--- config.mk ---
export PLATFORM = sky130hd
export DESIGN_NAME = pong_engine_flat
export DESIGN_NICKNAME = d
export VERILOG_FILES = /design/src/rtl/pong_engine_if.sv /design/src/rtl/pong_engine.sv /design/src/flat_wrapper.sv
export SDC_FILE = /design/constraint.sdc
export NUM_CORES = 1
export LEC_CHECK = 0
export CORE_MARGIN = 2
export CORE_UTILIZATION = 57
export DETAILED_ROUTE_END_ITERATION = 12
export HOLD_SLACK_MARGIN = 0.05
export PLACE_DENSITY = 0.8
export RECOVER_POWER = 25
export SLEW_MARGIN = 40
export SYNTH_ARGS = -nofsm -noshare
export SYNTH_HDL_FRONTEND = slang
export SYNTH_SLANG_ARGS = --single-unit
--- constraint.sdc ---
create_clock -name CLK_IN -period 4.95 [get_ports CLK_IN]
set_clock_uncertainty 0.15 [all_clocks]
set_input_delay 1.2375 -clock CLK_IN [delete_from_list [all_inputs] [get_ports CLK_IN]]
set_output_delay 1.2375 -clock CLK_IN [all_outputs]
set_load 0.02 [all_outputs]
--- src/rtl/pong_engine_if.sv ---
// Frame-rate control and display-coordinate bundle between the Pong game-state
// engine (slave) and whatever drives it (master).
interface pong_engine_if;
  logic       frame_tick;
  logic       btn_up;
  logic       btn_down;
  logic       btn_start;
  logic [4:0] ballX;
  logic [3:0] ballY;
  logic [3:0] playerPos;
  logic [3:0] comPos;
  logic [3:0] playerScore;
  logic [3:0] comScore;
  logic       point_strobe;
  logic       game_over;

  modport master (
    output frame_tick, btn_up, btn_down, btn_start,
    input  ballX, ballY, playerPos, comPos, playerScore, comScore,
           point_strobe, game_over
  );

  modport slave (
    input  frame_tick, btn_up, btn_down, btn_start,
    output ballX, ballY, playerPos, comPos, playerScore, comScore,
           point_strobe, game_over
  );
endinterface

--- src/rtl/pong_engine.sv ---
// Pong game-state engine: ball physics, paddle control, computer AI and scoring,
// all advanced on frame_tick so positions only move during vertical blanking.
module pong_engine #(
  parameter int GRID_H     = 15,
  parameter int PADDLE     = 4,
  parameter int COM_COL    = 14,
  parameter int BALL_DIV   = 6,
  parameter int PAD_DIV    = 3,
  parameter int SERVE_WAIT = 60,
  parameter int WIN_SCORE  = 9
) (
  input  logic          CLK_IN,
  input  logic          RESET,
  pong_engine_if.slave  bus
);

  localparam int SC_W = $clog2(SERVE_WAIT);
  localparam int BD_W = $clog2(BALL_DIV);
  localparam int PD_W = $clog2(PAD_DIV);

  localparam logic [3:0]      MAX_POS   = 4'(GRID_H - 1 - PADDLE);
  localparam logic [3:0]      Y_MAX     = 4'(GRID_H - 1);
  localparam logic [4:0]      X_RIGHT   = 5'(COM_COL - 1);
  localparam logic [4:0]      X_START   = 5'd7;
  localparam logic [3:0]      Y_START   = 4'd7;
  localparam logic [3:0]      POS_START = 4'd5;
  localparam logic [SC_W-1:0] SC_LAST   = SC_W'(SERVE_WAIT - 1);
  localparam logic [BD_W-1:0] BD_LAST   = BD_W'(BALL_DIV - 1);
  localparam logic [PD_W-1:0] PD_LAST   = PD_W'(PAD_DIV - 1);

  typedef enum logic [1:0] {S_SERVE, S_PLAY, S_SCORE, S_OVER} state_t;

  state_t          state_q, state_d;
  logic [4:0]      ballX_q, ballX_d;
  logic [3:0]      ballY_q, ballY_d;
  logic [3:0]      ppos_q, ppos_d;
  logic [3:0]      cpos_q, cpos_d;
  logic [3:0]      pscore_q, pscore_d;
  logic [3:0]      cscore_q, cscore_d;
  logic            dx_q, dx_d;        // 1: moving right (+1), 0: moving left
  logic            dy_q, dy_d;        // 1: moving down (+1), 0: moving up
  logic            point_q, point_d;
  logic            pwin_q, pwin_d;    // last miss was the computer's
  logic [SC_W-1:0] serve_cnt_q, serve_cnt_d;
  logic [BD_W-1:0] ball_div_q, ball_div_d;
  logic [PD_W-1:0] pad_div_q, pad_div_d;

  logic       running, pad_step, serve_go, ball_step;
  logic       dy_n, at_left, at_right, p_hit, c_hit, miss, win;
  logic [3:0] ny, new_score;
  logic [4:0] com_mid;

  function automatic logic [3:0] step_pos(input logic [3:0] pos, input logic inc,
                                          input logic dec);
    logic [3:0] r;
    r = pos;
    if (inc && !dec && pos != MAX_POS) r = pos + 4'd1;
    else if (dec && !inc && pos != 4'd0) r = pos - 4'd1;
    return r;
  endfunction

  assign running   = (state_q == S_SERVE) || (state_q == S_PLAY);
  assign pad_step  = bus.frame_tick && running && (pad_div_q == PD_LAST);
  assign serve_go  = bus.frame_tick && (state_q == S_SERVE) && (serve_cnt_q == SC_LAST);
  assign ball_step = bus.frame_tick && (state_q == S_PLAY) && (ball_div_q == BD_LAST);

  // Wall reflection is resolved before the move so ny never leaves 0..GRID_H-1.
  assign dy_n      = dy_q ^ (((ballY_q == 4'd0) && !dy_q) || ((ballY_q == Y_MAX) && dy_q));
  assign ny        = dy_n ? ballY_q + 4'd1 : ballY_q - 4'd1;
  assign at_left   = !dx_q && (ballX_q == 5'd1);
  assign at_right  = dx_q && (ballX_q == X_RIGHT);
  assign p_hit     = (ny >= ppos_q) && ({1'b0, ny} <= {1'b0, ppos_q} + 5'(PADDLE));
  assign c_hit     = (ny >= cpos_q) && ({1'b0, ny} <= {1'b0, cpos_q} + 5'(PADDLE));
  assign miss      = ball_step && ((at_left && !p_hit) || (at_right && !c_hit));
  assign new_score = (pwin_q ? pscore_q : cscore_q) + 4'd1;
  assign win       = (new_score == 4'(WIN_SCORE));
  assign com_mid   = {1'b0, cpos_q} + 5'd2;

  always_ff @(posedge CLK_IN or posedge RESET) begin
    if (RESET) begin
      state_q     <= S_SERVE;
      ballX_q     <= X_START;
      ballY_q     <= Y_START;
      ppos_q      <= POS_START;
      cpos_q      <= POS_START;
      pscore_q    <= '0;
      cscore_q    <= '0;
      dx_q        <= 1'b1;
      dy_q        <= 1'b1;
      point_q     <= 1'b0;
      pwin_q      <= 1'b0;
      serve_cnt_q <= '0;
      ball_div_q  <= '0;
      pad_div_q   <= '0;
    end else begin
      state_q     <= state_d;
      ballX_q     <= ballX_d;
      ballY_q     <= ballY_d;
      ppos_q      <= ppos_d;
      cpos_q      <= cpos_d;
      pscore_q    <= pscore_d;
      cscore_q    <= cscore_d;
      dx_q        <= dx_d;
      dy_q        <= dy_d;
      point_q     <= point_d;
      pwin_q      <= pwin_d;
      serve_cnt_q <= serve_cnt_d;
      ball_div_q  <= ball_div_d;
      pad_div_q   <= pad_div_d;
    end
  end

  always_comb begin
    state_d = state_q;
    case (state_q)
      S_SERVE: if (serve_go) state_d = S_PLAY;
      S_PLAY:  if (miss) state_d = S_SCORE;
      S_SCORE: state_d = win ? S_OVER : S_SERVE;
      S_OVER:  if (bus.btn_start) state_d = S_SERVE;
      default: state_d = S_SERVE;
    endcase
  end

  always_comb begin
    ballX_d     = ballX_q;
    ballY_d     = ballY_q;
    ppos_d      = ppos_q;
    cpos_d      = cpos_q;
    pscore_d    = pscore_q;
    cscore_d    = cscore_q;
    dx_d        = dx_q;
    dy_d        = dy_q;
    point_d     = 1'b0;
    pwin_d      = pwin_q;
    serve_cnt_d = serve_cnt_q;
    ball_div_d  = ball_div_q;
    pad_div_d   = pad_div_q;

    if (bus.frame_tick && running) pad_div_d = pad_step ? '0 : pad_div_q + PD_W'(1);
    // Paddles and hit test both read the pre-edge positions.
    if (pad_step) begin
      ppos_d = step_pos(ppos_q, bus.btn_down, bus.btn_up);
      cpos_d = step_pos(cpos_q, com_mid < {1'b0, ballY_q}, com_mid > {1'b0, ballY_q});
    end

    case (state_q)
      S_SERVE: if (bus.frame_tick) begin
        serve_cnt_d = serve_go ? '0 : serve_cnt_q + SC_W'(1);
        if (serve_go) begin
          ballX_d    = X_START;
          ballY_d    = Y_START;
          dy_d       = 1'b1;
          ball_div_d = '0;
        end
      end
      S_PLAY: if (bus.frame_tick) begin
        ball_div_d = ball_step ? '0 : ball_div_q + BD_W'(1);
        if (ball_step) begin
          dy_d    = dy_n;
          ballY_d = ny;
          if (at_left) begin
            if (p_hit) begin dx_d = 1'b1; ballX_d = 5'd2; end
            else begin ballX_d = 5'd0; pwin_d = 1'b0; end
          end else if (at_right) begin
            if (c_hit) begin dx_d = 1'b0; ballX_d = 5'(COM_COL - 2); end
            else begin ballX_d = 5'(COM_COL); pwin_d = 1'b1; end
          end else begin
            ballX_d = dx_q ? ballX_q + 5'd1 : ballX_q - 5'd1;
          end
        end
      end
      S_SCORE: begin
        point_d     = 1'b1;
        dx_d        = pwin_q;
        serve_cnt_d = '0;
        if (pwin_q) pscore_d = new_score;
        else        cscore_d = new_score;
      end
      S_OVER: if (bus.btn_start) begin
        pscore_d    = '0;
        cscore_d    = '0;
        dx_d        = 1'b1;
        serve_cnt_d = '0;
      end
      default: ;
    endcase
  end

  always_comb begin
    bus.ballX        = ballX_q;
    bus.ballY        = ballY_q;
    bus.playerPos    = ppos_q;
    bus.comPos       = cpos_q;
    bus.playerScore  = pscore_q;
    bus.comScore     = cscore_q;
    bus.point_strobe = point_q;
    bus.game_over    = (state_q == S_OVER);
  end

endmodule

--- src/flat_wrapper.sv ---
// flat-port wrapper written by rule: the top's interface ports become plain ports
module pong_engine_flat 
#(
  parameter int GRID_H     = 15,
  parameter int PADDLE     = 4,
  parameter int COM_COL    = 14,
  parameter int BALL_DIV   = 6,
  parameter int PAD_DIV    = 3,
  parameter int SERVE_WAIT = 60,
  parameter int WIN_SCORE  = 9
)
  (CLK_IN, RESET, bus_frame_tick, bus_btn_up, bus_btn_down, bus_btn_start, bus_ballX, bus_ballY, bus_playerPos, bus_comPos, bus_playerScore, bus_comScore, bus_point_strobe, bus_game_over);
  pong_engine_if bus_i ();
  input  logic CLK_IN;
  input  logic RESET;
  input wire logic [$bits(bus_i.frame_tick)-1:0] bus_frame_tick;
  input wire logic [$bits(bus_i.btn_up)-1:0] bus_btn_up;
  input wire logic [$bits(bus_i.btn_down)-1:0] bus_btn_down;
  input wire logic [$bits(bus_i.btn_start)-1:0] bus_btn_start;
  output wire logic [$bits(bus_i.ballX)-1:0] bus_ballX;
  output wire logic [$bits(bus_i.ballY)-1:0] bus_ballY;
  output wire logic [$bits(bus_i.playerPos)-1:0] bus_playerPos;
  output wire logic [$bits(bus_i.comPos)-1:0] bus_comPos;
  output wire logic [$bits(bus_i.playerScore)-1:0] bus_playerScore;
  output wire logic [$bits(bus_i.comScore)-1:0] bus_comScore;
  output wire logic [$bits(bus_i.point_strobe)-1:0] bus_point_strobe;
  output wire logic [$bits(bus_i.game_over)-1:0] bus_game_over;
  assign bus_i.frame_tick = bus_frame_tick;
  assign bus_i.btn_up = bus_btn_up;
  assign bus_i.btn_down = bus_btn_down;
  assign bus_i.btn_start = bus_btn_start;
  assign bus_ballX = bus_i.ballX;
  assign bus_ballY = bus_i.ballY;
  assign bus_playerPos = bus_i.playerPos;
  assign bus_comPos = bus_i.comPos;
  assign bus_playerScore = bus_i.playerScore;
  assign bus_comScore = bus_i.comScore;
  assign bus_point_strobe = bus_i.point_strobe;
  assign bus_game_over = bus_i.game_over;
  pong_engine #(.GRID_H(GRID_H), .PADDLE(PADDLE), .COM_COL(COM_COL), .BALL_DIV(BALL_DIV), .PAD_DIV(PAD_DIV), .SERVE_WAIT(SERVE_WAIT), .WIN_SCORE(WIN_SCORE)) u_core (.CLK_IN(CLK_IN), .RESET(RESET), .bus(bus_i));
endmodule
==> flow_summary.yaml, run 1 <==
outcome:
  outcome: "finished, final reports clean"
yosys:
  syn_area_per_cell_sq_um: 8.99
  netlist_instances: 351
  synth-edff-count: 0
  synthSimpleGateAreaFrac_pct: 17.1
  synth_top_family_by_area: "compound AO/OA/AOI/OAI gates"
  synth.distinct_cells: 56
  ys_ff_latch: 42
  yosys.area.top_type_share_pct: 23.8
  synth_xor_area_share_pct: 4.44
  syn_area_sq_um: 3150
  synth_fp_nets: 396
  seq_area_frac_synth_pct: 33.8
  muxShareOfSynthArea_pct: 3.25
  ys_warn_count: 0
  synthAdderAreaFrac_pct: 15.9
  async_flop_share_pct: 100
  synth-compound-area-share_pct: 20.6
  synth-main-ff-cell: "dfrtp_1"
  ys_top_cells_by_area: "dfrtp_1 (24%), ha_1 (15%), dfstp_2 (10%)"
  synth_top_cell_by_area: "dfrtp_1"
floorplan:
  die-area_sq_um: 6140
  die_w_um: 78.4
  rows: 27
  core-area_sq_um: 5440
  die_y_um: 78.4
  ios: 33
  start_util_pct: 58.0
final_layout:
  antenna_cells: 0
  layout_commonest_cell: "ha_1"
  layout-drive-gt1-share_pct: 7.83
  fin_nets: 427
  mostFrequentLayoutCells: "ha_1 (37), nand2_1 (36), clkdlybuf4s50_1 (31)"
  syn2layout_area_growth_pct: 15.0
power_and_ir_drop:
  p_seq_share_pct: 28.4
  p_total_w: 0.00261
  ir_worst_vdd_uv: 498
  combPwrFrac_pct: 62.8
  p_sw_w: 0.00122
  p_leak_nw: 1.61
  sw_frac_of_total_pct: 46.7
  power_density_nw_per_um2: 719
  power.share.clock_pct: 8.8
  internal_power_w: 0.00139
placed_design:
  gp_congestion: 0.857
  io_buffers: 32
  hpwl_mm: 4.89
cts:
  numCtsBuffers: 5
  cts_resized: 0
  postCtsHoldBufs: 0
  cts_max_level: 2
  clk_pin_slew_ns: 0.09
  postCtsSetupRepairBufs: 0
  cts_tree: "yes"
  numClockSinks: 42
  worstSkewPairLatency_ns: 0.29
  root_buffer: "clkbuf_8"
  clk_path_buf_depth: 2
run:
  max_cap_viol_count: 0
sta:
  tightest_slew_ns: 0.730
  fin_crit_sh_pct: 74.9
  hold_viol: 0
  fin_tns_setup_ns: 0
  setup_viol: 0
  rsz0062_at_grt: "false"
  maxSlewViolCount: 0
  period_minus_slack_ns: 3.71
  max_freq_mhz: 270
  relSlewSlack_pct: 51.3
route:
  via_per_inst: 5.86
  routed_wl_mm: 6.56
  drc: 0
  drt_first_iter_violations: 179
  wl_per_cell_um: 14.4
  num_vias: 2665
  drtAntennaViolNets: 0
  first_pass_iters: 4
worst_setup_path:
  startpoint_type: "register"
  required_ns: 4.98
  crit_type: "reg2reg"
  critPathMaxFanout: 14
  worstPathArrival_ns: 3.73
  crit_path_end_kind: "register"
global_routing:
  grt_start_max_net_pins: 21
  grt_pass1_wl_mm: 11.3
  grt_remaining_overflow: 0
  grt_pass1_vias: 2503
  grt_antenna_before_repair: 0
  grt_util_all_layers_pct: 22.9
min_path:
  hold_path.class: "reg2reg"
layer usage:
layer	vias up	part of all wire [%]	track usage, %
li1	1326	-	-
met1	1274	48	32.2
met2	57	48	36.4
met3	8	3.5	3.56
met4	0	1.4	7.37
met5	-	0	0
through the flow:
step                util, %  std cells  cell area, sq um  hold slack (ns)  worst slack (ns)
floorplan                 -        351              3150            0.303              1.38
global placement       65.0        447              3530            0.322              1.45
detailed placement     65.0        447              3530            0.328              1.27
CTS                    66.6        455              3620            0.346              1.27
global route           66.7        455              3630            0.362              1.07
finish                 66.7        455              3630            0.339              1.24
registers in the layout, indices dropped and copies added (netlist names), 2 cells and up:
| name | count |
|---|---|
| u_core.bus.ballX | 5 |
| u_core.bus.playerPos | 4 |
| u_core.bus.comPos | 4 |
| u_core.bus.playerScore | 4 |
| u_core.ball_div_q | 3 |
| u_core.state_q | 2 |
| u_core.bus.ballY | 4 |
| u_core.pad_div_q | 2 |
| u_core.serve_cnt_q | 6 |
| u_core.bus.comScore | 4 |
critical path: stages (launching register included):
cell	delay (ns)
dfstp_2	0.68
nor3_1	0.11
o31ai_1	0.21
ha_1	0.27
nor3_1	0.08
a21oi_1	0.12
nor3_1	0.07
a221o_1	0.35
ha_1	0.35
nor2_1	0.05
a31oi_1	0.17
nand2_1	0.07
a21oi_1	0.32
o21ai_0	0.21
a221o_1	0.39
final cells by class:
class                   instances  area [sq um]
well taps                      72          90.1
flip-flops and latches         42          1070
clock buffers                   7          86.3
inverters                      26          97.6
multi-input cells             272          1940
repair buffers                 35           339
clock inverters                 1          5.00
fillers                       444          1810
cells in the mapped netlist, types with 2 or more instances:
cell / n
or3_1: 4
a21oi_1: 22
a21o_1: 5
clkbuf_1: 6
fa_1: 2
o21a_1: 3
nand2_1: 36
nor2_1: 18
o22a_1: 2
buf_2: 4
and4_1: 2
mux2i_1: 8
nand2b_1: 6
nand3_1: 7
o21ai_0: 28
a22oi_1: 2
a31oi_1: 9
xor2_1: 8
dfstp_2: 12
inv_1: 25
dfrtp_1: 30
a31o_2: 2
o31ai_1: 5
nor2b_1: 9
a221o_1: 3
xnor2_1: 8
nand4_1: 7
o211ai_1: 2
nor3_1: 10
ha_1: 37
o2bb2ai_1: 4
power groups by stage:
stage | registers [W] | clock network [W] | logic, W
after floorplan | 0.000749 | 0 | 0.00116
after global placement | 0.000734 | 0 | 0.00156
after detailed placement | 0.000741 | 0 | 0.00163
after CTS | 0.000737 | 0.000234 | 0.00164
after global routing | 0.000773 | 0.000247 | 0.00185
final | 0.000740 | 0.000230 | 0.00164
final timing paths:
path | start | to | slack, ns | depth (start not counted)
max | u_core.bus.ballY[0] | u_core.state_q[1] | 1.24 | 14
min | u_core.pad_div_q[1] | u_core.pad_div_q[1] | 0.34 | 2
max in group asynchronous | RESET | u_core.bus.point_strobe | 2.33 | 3
min reg2reg | u_core.pad_div_q[1] | u_core.pad_div_q[1] | 0.34 | 2
min in group asynchronous | RESET | u_core.bus.comPos[1] | 1.28 | 2
max reg2reg | u_core.bus.ballY[0] | u_core.state_q[1] | 1.24 | 14
kinds of logic (layout without fill, tap and decap cells):
group,Yosys count,after routing
fa+ha+maj,39,39
xor+xnor,16,16
simple gates,109,109
mux,10,10
compound gates,98,98
flops,42,42
buf+inv,37,69
Note: power is estimated with default switching activity, not from simulation.
==> run 2: changes to the inputs <==
- clock period: 4.95 -> 3.5 ns (I/O delays scaled with it)
==> run 2 against run 1 <==
Critical path depth unchanged. First-iteration DRC count up 45%. Setup slack worse by 1.2 ns. Core utilization rose by 2.9 points.
==> flow_summary.yaml, run 2 (synthesis results as in run 1) <==
route:
  first_pass_iters: 4
  num_vias: 2752
  drc: 0
  wl_per_cell_um: 15.4
  via_per_inst: 5.89
  drt_first_iter_violations: 259
  routed_wl_mm: 7.19
  drtAntennaViolNets: 0
cts:
  cts_tree: "yes"
  clk_path_buf_depth: 2
  numCtsBuffers: 5
  clk_pin_slew_ns: 0.09
  cts_max_level: 2
  root_buffer: "clkbuf_8"
  numClockSinks: 42
  postCtsHoldBufs: 0
  worstSkewPairLatency_ns: 0.30
final_layout:
  layout_commonest_cell: "nand2_1"
  antenna_cells: 0
  largest-register: "u_core.serve_cnt_q"
  largest_reg_flops: 6
  syn2layout_area_growth_pct: 20.0
  fin_nets: 439
  fillers: 408
  mostFrequentLayoutCells: "nand2_1 (36), ha_1 (33), clkdlybuf4s50_1 (31)"
  layout-drive-gt1-share_pct: 12.9
sta:
  tightest_slew_ns: 1.05
  period_minus_slack_ns: 3.46
  fin_crit_sh_pct: 98.9
  holdWs_ns: 0.341
  max_freq_mhz: 289
  setup_viol: 0
  hold_viol: 0
  fin_tns_setup_ns: 0
  relSlewSlack_pct: 29.9
  maxSlewViolCount: 0
global_routing:
  grt_pass1_wl_mm: 12.1
  busiest_layer: "met2"
  grt_remaining_overflow: 0
  grt_antenna_before_repair: 0
  grt_pass1_vias: 2594
  met3_usage_pct: 4.48
  met2_usage_pct: 40.3
  grt_util_all_layers_pct: 24.4
  grt_start_max_net_pins: 43
  grtUsageMet1_pct: 32.4
placed_design:
  io_buffers: 32
  gp_congestion: 0.838
  hpwl_mm: 5.17
worst_setup_path:
  critical_path.startpoint: "u_core.bus.ballY[2]"
  crit_type: "reg2reg"
  required_ns: 3.55
  crit_path_end_kind: "register"
  startpoint_type: "register"
  critPathMaxFanout: 5
  worstPathArrival_ns: 3.51
  r2r_start: "u_core.bus.ballY[2]"
power_and_ir_drop:
  sw_frac_of_total_pct: 46.2
  power_density_nw_per_um2: 1080
  p_seq_share_pct: 24.0
  p_sw_w: 0.00189
  ir_worst_vdd_uv: 732
  p_leak_nw: 1.68
  internal_power_w: 0.00220
  combPwrFrac_pct: 66.5
  power.share.clock_pct: 9.4
min_path:
  min-delay-start: "u_core.pad_div_q[1]"
  hold_path.class: "reg2reg"
outcome:
  outcome: "finished, final reports clean"
floorplan:
  core-area_sq_um: 5440
  rows: 27
  die-area_sq_um: 6140
  die_y_um: 78.4
  start_util_pct: 58.0
  ios: 33
  die_w_um: 78.4
run:
  max_cap_viol_count: 0
run 2: cell count changes in the layout (fill, tap and decap cells not counted), moves of 2 or more:
cell,change
o21ai_0,-3
ha_1,-4
o21ai_2,+2
ha_4,+3
a21oi_1,-2
buf_4,+11
a21oi_2,+2
run 2: power by group through the flow:
stage | registers (W) | clock network, W | logic [W]
after floorplan | 0.00106 | 0 | 0.00165
after global placement | 0.000974 | 0 | 0.00236
after detailed placement | 0.000988 | 0 | 0.00247
after CTS | 0.000979 | 0.000392 | 0.00249
after global routing | 0.00103 | 0.000411 | 0.00303
final | 0.000986 | 0.000387 | 0.00273
run 2: final timing paths:
| path | endpoint | slack (ns) | cells after the start |
|---|---|---|---|
| setup / recovery | u_core.pwin_q | 0.04 | 14 |
| hold / removal | u_core.pad_div_q[1] | 0.34 | 2 |
| setup reg to reg | u_core.pwin_q | 0.04 | 14 |
| hold reg to reg | u_core.pad_div_q[1] | 0.34 | 2 |
| max in group asynchronous | u_core.state_q[1] | 1.35 | 3 |
| min in group asynchronous | u_core.ball_div_q[1] | 1.19 | 3 |
run 2: what timing repair did:
action,4_1_cts,5_1_grt
pin swaps,1,6
cloned,0,0
setup endpoints to repair,1,5
setup buffers,0,3
endpoints found under the hold margin,0,0
gates resized for setup,0,13
run 2: worst max-delay path: stages (launching register included):
cell	delay, ns
dfstp_2	0.56
nand2_1	0.08
o211ai_1	0.19
o31ai_1	0.11
ha_2	0.22
buf_4	0.14
xor2_1	0.14
a221o_2	0.45
ha_4	0.31
nor2b_1	0.04
a221o_1	0.35
a21oi_2	0.20
o21ai_2	0.10
or2_1	0.24
o21a_1	0.11
run 2: per-stage QoR:
stage          utilization (%)  power [W]  cells  area, sq um  worst slack [ns]
2_1_floorplan                -    0.00271    351         3160            0.0323
6_report                  69.6    0.00410    467         3790            0.0396
3_3_place_gp              66.2    0.00333    456         3600             0.190
3_5_place_dp              66.2    0.00345    456         3600          -0.00370
5_1_grt                   69.6    0.00446    467         3790           -0.0997
4_1_cts                   68.2    0.00386    464         3710            0.0136
run 2: routing by layer:
metal | part of all wire (%) | wire [um] | vias up
met1 | 44 | 3160 | 1324
met3 | 4.6 | 330 | 13
met2 | 50 | 3590 | 70
met5 | 0 | 0 | -
li1 | - | - | 1345
met4 | 1.5 | 110 | 0
run 2: cell type report:
cell class	count	area, sq um	share of cell area [%]
timing repair buffer	47	427	11.3
clock buffer	6	72.6	1.92
tap	72	90.1	2.38
multi-input combinational	272	2000	52.7
clock inverter	2	37.5	0.991
inverter	26	97.6	2.58
sequential	42	1070	28.2
==> run 3: changes to the inputs <==
- ABC_CLOCK_PERIOD_IN_PS: unset -> 3500
- MAX_ROUTING_LAYER: unset -> met4
==> run 3 against run 2 <==
Core utilization is the same. Critical path depth is the same. Flip-flop and latch count is the same. Power grew 0.13%. Largest cell class unchanged. Count of clock-buffer cells in the layout is the same. Register-to-register slack is essentially flat. Clock power is essentially flat. Die area is the same. Wire length grew 0.29%. Critical endpoint unchanged. First-iteration DRC count shrank 3.9%. Combinational power is essentially flat. Worst hold slack gained 0.0014 ns. Critical path type unchanged.
==> flow_summary.yaml, run 3 (synthesis results as in run 1) <==
global_routing:
  grt_pass1_wl_mm: 12.1
  grt_start_max_net_pins: 43
  grt_pass1_vias: 2594
  grt_util_all_layers_pct: 25.1
  grt_remaining_overflow: 0
  grt_antenna_before_repair: 0
placed_design:
  gp_congestion: 0.851
  dp_worst_setup_slack_ns: -0.00370
  dpl_cell_area_sq_um: 3600
  io_buffers: 32
  hpwl_mm: 5.17
power_and_ir_drop:
  p_seq_share_pct: 24.1
  sw_frac_of_total_pct: 46.3
  combPwrFrac_pct: 66.5
  p_total_w: 0.00410
  internal_power_w: 0.00220
  p_leak_nw: 1.68
  ir_worst_vdd_uv: 732
  p_sw_w: 0.00190
  power.share.clock_pct: 9.4
  power_density_nw_per_um2: 1080
min_path:
  hold_path.class: "reg2reg"
final_layout:
  largest-register: "u_core.serve_cnt_q"
  fin_nets: 439
  stdcell_area_sq_um: 3790
  largest_reg_flops: 6
  layout_commonest_cell: "nand2_1"
  fillers: 408
  layout-drive-gt1-share_pct: 12.9
  syn2layout_area_growth_pct: 20.0
  mostFrequentLayoutCells: "nand2_1 (36), ha_1 (33), clkdlybuf4s50_1 (31)"
  antenna_cells: 0
worst_setup_path:
  crit_path_end_kind: "register"
  critPathMaxFanout: 5
  startpoint_type: "register"
  crit_type: "reg2reg"
  cp_slowest_cell: "dfstp_2"
  path_buf_inv: 1
  worstPathCellList: "nand2_1, o211ai_1, o31ai_1, ha_2, buf_4, xor2_1, a221o_2, ha_4, nor2b_1, a221o_1, a21oi_2, o21ai_2, or2_1, o21a_1"
  crit_family: "compound AO/OA/AOI/OAI gates"
  cp_slowest_stage_delay_ns: 0.56
  required_ns: 3.55
  worstPathArrival_ns: 3.52
route:
  drc: 0
  drt_first_iter_violations: 249
  drtAntennaViolNets: 0
  num_vias: 2752
  via_per_inst: 5.89
  wl_met2_mm: 3.58
  wl_per_cell_um: 15.4
  routed_wl_mm: 7.21
  first_pass_iters: 4
  dr.max_layer_used: "met4"
  routedLengthMet1_mm: 3.23
  dr_wl_met3_um: 295
sta:
  fin_crit_sh_pct: 99.0
  hold_viol: 0
  period_minus_slack_ns: 3.47
  fin_tns_setup_ns: 0
  max_freq_mhz: 288
  tightest_slew_ns: 1.05
  relSlewSlack_pct: 30.0
  setup_viol: 0
  maxSlewViolCount: 0
  setup_ws_ns: 0.0333
  holdWs_ns: 0.342
cts:
  numClockSinks: 42
  root_buffer: "clkbuf_8"
  worstSkewPairLatency_ns: 0.30
  clk_path_buf_depth: 2
  numCtsBuffers: 5
  cts_max_level: 2
  cts_tree: "yes"
  clk_pin_slew_ns: 0.09
floorplan:
  die-area_sq_um: 6140
  core-area_sq_um: 5440
  ios: 33
  die_w_um: 78.4
  rows: 27
  start_util_pct: 58.0
  die_y_um: 78.4
run:
  max_cap_viol_count: 0
outcome:
  outcome: "finished, final reports clean"
==> run 3: power groups by stage <==
| stage | Clock, W | Combinational, W | Sequential, W |
|---|---|---|---|
| after floorplan | 0 | 0.00165 | 0.00106 |
| after global placement | 0 | 0.00236 | 0.000974 |
| after detailed placement | 0 | 0.00247 | 0.000988 |
| after CTS | 0.000392 | 0.00249 | 0.000979 |
| after global routing | 0.000411 | 0.00303 | 0.00103 |
| final | 0.000386 | 0.00273 | 0.000987 |
==> run 3: timing repair <==
| item | CTS | global route |
|---|---|---|
| gates resized for setup | 0 | 13 |
| cloned | 0 | 0 |
| hold buffers | 0 | 0 |
| endpoints found under the setup margin | 1 | 5 |
| buffers inserted | 0 | 3 |
| pin swaps | 1 | 6 |
==> run 3: final timing paths <==
| kind | endpoint | from | cells past startpoint | slack [ns] |
|---|---|---|---|---|
| min in group asynchronous | u_core.ball_div_q[1] | RESET | 3 | 1.20 |
| hold reg to reg | u_core.pad_div_q[1] | u_core.pad_div_q[1] | 2 | 0.34 |
| max in group asynchronous | u_core.bus.playerPos[3] | RESET | 3 | 1.35 |
| setup / recovery | u_core.pwin_q | u_core.bus.ballY[2] | 14 | 0.03 |
| hold / removal | u_core.pad_div_q[1] | u_core.pad_div_q[1] | 2 | 0.34 |
| setup reg to reg | u_core.pwin_q | u_core.bus.ballY[2] | 14 | 0.03 |
==> run 3: metrics by stage <==
step / cells / util [%]
6_report: 467 / 69.6
3_5_place_dp: 456 / 66.2
4_1_cts: 464 / 68.2
3_3_place_gp: 456 / 66.2
2_1_floorplan: 351 / -
5_1_grt: 467 / 69.6
==> run 3: area by class of cell <==
type	count	area (sq um)	share of cell area, %
repair buffers	47	427	11.3
clock inverters	2	37.5	0.991
inverters	26	97.6	2.58
clock buffers	6	72.6	1.92
multi-input cells	272	2000	52.7
well taps	72	90.1	2.38
flip-flops and latches	42	1070	28.2
==> run 3: worst min-delay path: stages (launching register included) <==
cell and delay (ns):
dfrtp_1 0.35, nand2_1 0.05, o31ai_1 0.06
==> run 3: per-layer routing <==
layer  up-vias  GRT usage [%]
li1       1347              -
met1      1325           32.4
met2        67           40.3
met3        13           4.48
met4         0           8.25
met5         -              -
